### config.mk
export PLATFORM = sky130hd
export DESIGN_NAME = spi_opcode_dispatcher
export DESIGN_NICKNAME = d
export VERILOG_FILES = /design/src/rtl/spi_opcode_dispatcher.sv
export SDC_FILE = /design/constraint.sdc
export NUM_CORES = 1
export LEC_CHECK = 0
export CAP_MARGIN = 15
export CORE_MARGIN = 1.5
export CORE_UTILIZATION = 44
export DETAILED_ROUTE_END_ITERATION = 10
export PLACE_DENSITY = 0.8
export SETUP_SLACK_MARGIN = 0.4
export SKIP_LAST_GASP = 1
export SYNTH_ARGS = -nofsm -noshare
export SYNTH_HDL_FRONTEND = slang
export SYNTH_SLANG_ARGS = --single-unit
### constraint.sdc
create_clock -name clock_in -period 2.2 [get_ports clock_in]
set_input_delay 0.22 -clock clock_in [delete_from_list [all_inputs] [get_ports clock_in]]
set_output_delay 0.22 -clock clock_in [all_outputs]
set_load 0.005 [all_outputs]
### src/rtl/spi_opcode_dispatcher.sv
`default_nettype none
// ============================================================================
// spi_opcode_dispatcher
// Decodes SPI opcodes to one of three targets, turns level valids into strobes
// and returns the selected target's response. Revision: 1.0
// ============================================================================
module spi_opcode_dispatcher #(
  parameter logic [7:0] T0_BASE           = 8'h10,
  parameter logic [7:0] T0_MASK           = 8'hF0,
  parameter logic [7:0] T1_BASE           = 8'h20,
  parameter logic [7:0] T1_MASK           = 8'hF0,
  parameter logic [7:0] T2_BASE           = 8'hD0,
  parameter logic [7:0] T2_MASK           = 8'hF0,
  parameter logic [7:0] UNMAPPED_RESPONSE = 8'hFF
) (
  input  logic        clock_in,
  input  logic        reset_n_in,
  input  logic [7:0]  opcode_in,
  input  logic        opcode_valid_in,
  input  logic [7:0]  operand_in,
  input  logic        operand_valid_in,
  output logic [7:0]  response_out,
  output logic        response_valid_out,
  output logic [2:0]  target_select_out,
  output logic [7:0]  target_opcode_out,
  output logic [2:0]  target_start_out,
  output logic [7:0]  target_operand_out,
  output logic [2:0]  target_operand_strobe_out,
  output logic [7:0]  target_operand_index_out,
  output logic [2:0]  target_done_out,
  input  logic [23:0] target_response_in,
  input  logic [2:0]  target_response_valid_in,
  output logic [7:0]  unmapped_count_out
);

  typedef enum logic [2:0] {
    ST_IDLE     = 3'd0,
    ST_DECODE   = 3'd1,
    ST_ACTIVE   = 3'd2,
    ST_UNMAPPED = 3'd3,
    ST_CLOSE    = 3'd4
  } state_t;

  state_t      state_q, state_d;
  logic        opcode_valid_prev_q, operand_valid_prev_q;
  logic [7:0]  opcode_q, opcode_d;
  logic [2:0]  select_q, select_d;
  logic [2:0]  start_q, start_d;
  logic [7:0]  operand_q, operand_d;
  logic [2:0]  strobe_q, strobe_d;
  logic [7:0]  index_q, index_d;
  logic [2:0]  done_q, done_d;
  logic [7:0]  resp_q, resp_d;
  logic        resp_valid_q, resp_valid_d;
  logic [7:0]  unmapped_q, unmapped_d;

  logic        opcode_rise, opcode_fall, operand_rise;
  logic [2:0]  match_onehot;
  logic [7:0]  sel_byte;
  logic        sel_valid;

  assign opcode_rise  = opcode_valid_in & ~opcode_valid_prev_q;
  assign opcode_fall  = ~opcode_valid_in & opcode_valid_prev_q;
  assign operand_rise = operand_valid_in & ~operand_valid_prev_q;

  // Priority order gives the lowest-indexed target the win on overlapping windows
  always_comb begin
    match_onehot = 3'b000;
    if ((opcode_q & T0_MASK) == T0_BASE) begin
      match_onehot = 3'b001;
    end else if ((opcode_q & T1_MASK) == T1_BASE) begin
      match_onehot = 3'b010;
    end else if ((opcode_q & T2_MASK) == T2_BASE) begin
      match_onehot = 3'b100;
    end
  end

  always_comb begin
    sel_byte  = 8'h00;
    sel_valid = 1'b0;
    for (int k = 0; k < 3; k++) begin
      if (select_q[k]) begin
        sel_byte  = target_response_in[8*k +: 8];
        sel_valid = target_response_valid_in[k];
      end
    end
  end

  always_comb begin
    state_d      = state_q;
    opcode_d     = opcode_q;
    select_d     = select_q;
    start_d      = 3'b000;
    operand_d    = operand_q;
    strobe_d     = 3'b000;
    index_d      = index_q;
    done_d       = 3'b000;
    resp_d       = resp_q;
    resp_valid_d = resp_valid_q;
    unmapped_d   = unmapped_q;

    case (state_q)
      ST_IDLE: begin
        if (opcode_rise) begin
          opcode_d = opcode_in;
          state_d  = ST_DECODE;
        end
      end
      ST_DECODE: begin
        select_d = match_onehot;
        start_d  = match_onehot;
        if (match_onehot == 3'b000) begin
          if (unmapped_q != 8'hFF) unmapped_d = unmapped_q + 8'd1;
          resp_d       = UNMAPPED_RESPONSE;
          resp_valid_d = 1'b1;
        end
        // A chip-select release during decode still yields a done pulse
        if (!opcode_valid_in) begin
          done_d  = match_onehot;
          state_d = ST_CLOSE;
        end else begin
          state_d = (match_onehot == 3'b000) ? ST_UNMAPPED : ST_ACTIVE;
        end
      end
      ST_ACTIVE: begin
        resp_valid_d = sel_valid;
        resp_d       = sel_valid ? sel_byte : 8'h00;
        if ((strobe_q != 3'b000) && (index_q != 8'hFF)) index_d = index_q + 8'd1;
        if (operand_rise) begin
          operand_d = operand_in;
          strobe_d  = select_q;
        end
        if (opcode_fall) begin
          done_d  = select_q;
          state_d = ST_CLOSE;
        end
      end
      ST_UNMAPPED: begin
        if (opcode_fall) state_d = ST_CLOSE;
      end
      ST_CLOSE: begin
        select_d     = 3'b000;
        resp_d       = 8'h00;
        resp_valid_d = 1'b0;
        index_d      = 8'h00;
        if (opcode_rise) begin
          opcode_d = opcode_in;
          state_d  = ST_DECODE;
        end else begin
          state_d = ST_IDLE;
        end
      end
      default: state_d = ST_IDLE;
    endcase
  end

  always_ff @(posedge clock_in or negedge reset_n_in) begin
    if (!reset_n_in) begin
      state_q              <= ST_IDLE;
      opcode_valid_prev_q  <= 1'b0;
      operand_valid_prev_q <= 1'b0;
      opcode_q             <= 8'h00;
      select_q             <= 3'b000;
      start_q              <= 3'b000;
      operand_q            <= 8'h00;
      strobe_q             <= 3'b000;
      index_q              <= 8'h00;
      done_q               <= 3'b000;
      resp_q               <= 8'h00;
      resp_valid_q         <= 1'b0;
      unmapped_q           <= 8'h00;
    end else begin
      state_q              <= state_d;
      opcode_valid_prev_q  <= opcode_valid_in;
      operand_valid_prev_q <= operand_valid_in;
      opcode_q             <= opcode_d;
      select_q             <= select_d;
      start_q              <= start_d;
      operand_q            <= operand_d;
      strobe_q             <= strobe_d;
      index_q              <= index_d;
      done_q               <= done_d;
      resp_q               <= resp_d;
      resp_valid_q         <= resp_valid_d;
      unmapped_q           <= unmapped_d;
    end
  end

  assign response_out              = resp_q;
  assign response_valid_out        = resp_valid_q;
  assign target_select_out         = select_q;
  assign target_opcode_out         = opcode_q;
  assign target_start_out          = start_q;
  assign target_operand_out        = operand_q;
  assign target_operand_strobe_out = strobe_q;
  assign target_operand_index_out  = index_q;
  assign target_done_out           = done_q;
  assign unmapped_count_out        = unmapped_q;

endmodule
`default_nettype wire
==> metrics.txt <==
status complete, no violations; Syn Nets 279; Slew headroom 55.14%; max cap viols 0; CTS Buffer Depth 2; Tmin final 1.781 ns; wire per inst 15.37 µm; CTS tree built; mapped cell area 2669 µm²; clock sinks 58; top sig layer met4; vias per cell 5.289; CTS HTree Levels 3; Root Buffer clkbuf_8; final hold vios 0; top-count cell post-synth dfrtp_1; WP data arrival 2.04 ns; global-route usage over all layers 20.02%; synth unique cells 46; Max Fclk 561.4 MHz; Avg Cell Area, Syn 11.60 µm²; type of origin of the critical path flop; synth top area cells dfrtp_1 54%, mux2_2 7.6%, a221o_1 3.4%, xor2_1 2.6%, nand2b_1 2.3%; pin count of the biggest net entering global routing 30; Final Skew 0.006901 ns; met1 WL 2836 µm; CP Max Fanout 9; DRT iter0 DRCs 78; Final ANT Viol Nets 0; Routed WL 6592 µm; initial antenna violation count 0; DRC violations left 0; worst hold path class primary input to flop; Post-synth EDFFs 0; biggest area consumer among synthesized cells dfrtp_1; placed insts 400; Synth Instances 230; HPWL Detailed 4518 µm; met3 wire length 501 µm; core area 5886 µm²; later-pin clock latency in the skew report 0.33 ns; Reg clk slew, reported paths 0.06 ns; global-route wire length before repair 9860 µm; Starting Density 45.34%; Die X 80.88 µm; Buffers on Ports 99; gpl congestion 0.7954; final worst setup slack 0.4188 ns; fraction of layout cells with a size suffix above 1 21.75%; DP Worst Slack 0.09730 ns; final setup fails 0; worst slew pin tran 0.6716 ns; post-synth top area share 54.38%; Remaining Overflow, GRT 0; Site Rows 28; Layout Cells excl Fill 429; RSZ-0062 raised after global routing true; Min Hold Slack 0.3762 ns; Met2 Wirelength 3171 µm; post-route setup TNS 0 ns; # IOs 100; Fillers 453; Final Max Slew Viols 0; DR pass1 iterations 4; P&R area growth vs syn 54.24%; Inserted Diodes 0; vias in the first global route 2110; LEAKAGE 1.770 nW; die footprint 6542 µm²; synthesis-stage register bit count 58; Post-synth top cells 58 x dfrtp_1, 18 x mux2_2, 14 x nor2_1; maximum vdd ir drop 0.0008117 V; Req. time, crit path 2.46 ns; crit path kind flop to flop; async set-or-reset flop fraction in the synthesized netlist 100.0%; Die Y 80.88 µm; CP endpoint kind flop; sequential-to-total area share from yosys stat 54.38%; CTS buffer count 9; Syn. warnings 0; routed via count 2269; final net count 399; P per Cell Area 1193 nW/µm²; fin crit share 80.96%; Synth Flop Type dfrtp_1
## cell usage in the layout (no fill, tap or decap), drive strengths merged, types with 10 or more instances in the layout
master | netlist | layout
nand3 | 11 | 11
nand2b | 10 | 10
nand2 | 11 | 11
dfrtp | 58 | 58
buf | 6 | 22
clkbuf | 6 | 12
a21oi | 12 | 12
clkdlybuf4s50 | 0 | 98
mux2 | 18 | 18
nor2 | 14 | 14
## per-stage QoR
step                      power [mW]  instance area [µm²]  util, %
after floorplan                2.761                 2669        -
after detailed placement       3.683                 3740    63.54
after CTS                      4.635                 3976    67.56
after global placement         3.617                 3740    63.54
after global routing           5.230                 4116    69.94
final                          4.913                 4116    69.94
## flip-flops by register name (all words and copies together), names as in the netlist, 3 cells and up
name,count
target_opcode_out,8
target_done_out,3
target_operand_strobe_out,3
unmapped_count_out,8
state_q,3
target_operand_out,8
response_out,8
target_operand_index_out,8
target_select_out,3
target_start_out,3
## critical path, cell delays in order, from the launching register on
cell and delay [ns]:
dfrtp_1 0.44, nor2b_1 0.59, a221o_1 0.34, a21boi_4 0.08, buf_12 0.14, o2bb2ai_1 0.12
## cell type report
| type | count | area, µm² | share of cell area, % |
|---|---|---|---|
| Clock buffer | 12 | 155.1 | 3.769 |
| Multi-Input combinational cell | 151 | 1199 | 29.12 |
| Sequential cell | 58 | 1456 | 35.38 |
| Clock inverter | 3 | 15.01 | 0.3647 |
| Inverter | 9 | 33.78 | 0.8207 |
| Tap cell | 75 | 93.84 | 2.280 |
| Timing Repair Buffer | 121 | 1164 | 28.27 |
## worst paths after layout
path                                      start                    to  slack [ns]  cells after the start
setup / recovery           target_select_out[0]       response_out[3]        0.42                      5
hold / removal                 operand_valid_in  operand_valid_prev_q        0.38                      1
setup reg to reg           target_select_out[0]       response_out[3]        0.42                      5
hold reg to reg                 response_out[3]       response_out[3]        0.50                      1
max in group asynchronous            reset_n_in            state_q[0]        1.06                      3
min in group asynchronous            reset_n_in  target_select_out[0]        0.45                      2
## kinds of logic (layout without fill, tap and decap cells)
kind of cell | Yosys count | count (layout) | synth area share (%)
AO/OA/AOI/OAI | 52 | 52 | 15.00
XOR/XNOR | 8 | 8 | 2.626
adder cells (fa/ha/maj) | 2 | 2 | 0.9375
buffers and inverters | 21 | 145 | 3.844
flip-flops | 58 | 58 | 54.38
multiplexers | 20 | 20 | 8.345
AND/OR/NAND/NOR | 69 | 69 | 14.86
## repair_timing
action                                 in CTS  in global routing
resized for setup                           4                 15
gates cloned                                0                  1
pin swaps                                   2                  1
endpoints found under the hold margin      27                  0
hold buffers                                1                  0
setup endpoints to repair                  28                 15
buffers inserted                            6                  6
## per-layer routing
metal / global-route usage [%] / vias to the layer above
li1: - / 1078
met1: 25.75 / 1104
met2: 31.67 / 78
met3: 6.517 / 9
met4: 7.241 / 0
met5: 0 / -
## report_power, final
group,switching (mW),internal [mW],total [mW]
Sequential,0.300,1.41,1.71
Clock,0.381,0.458,0.839
Combinational,0.987,1.38,2.36
Note: power is estimated with default switching activity, not from simulation.
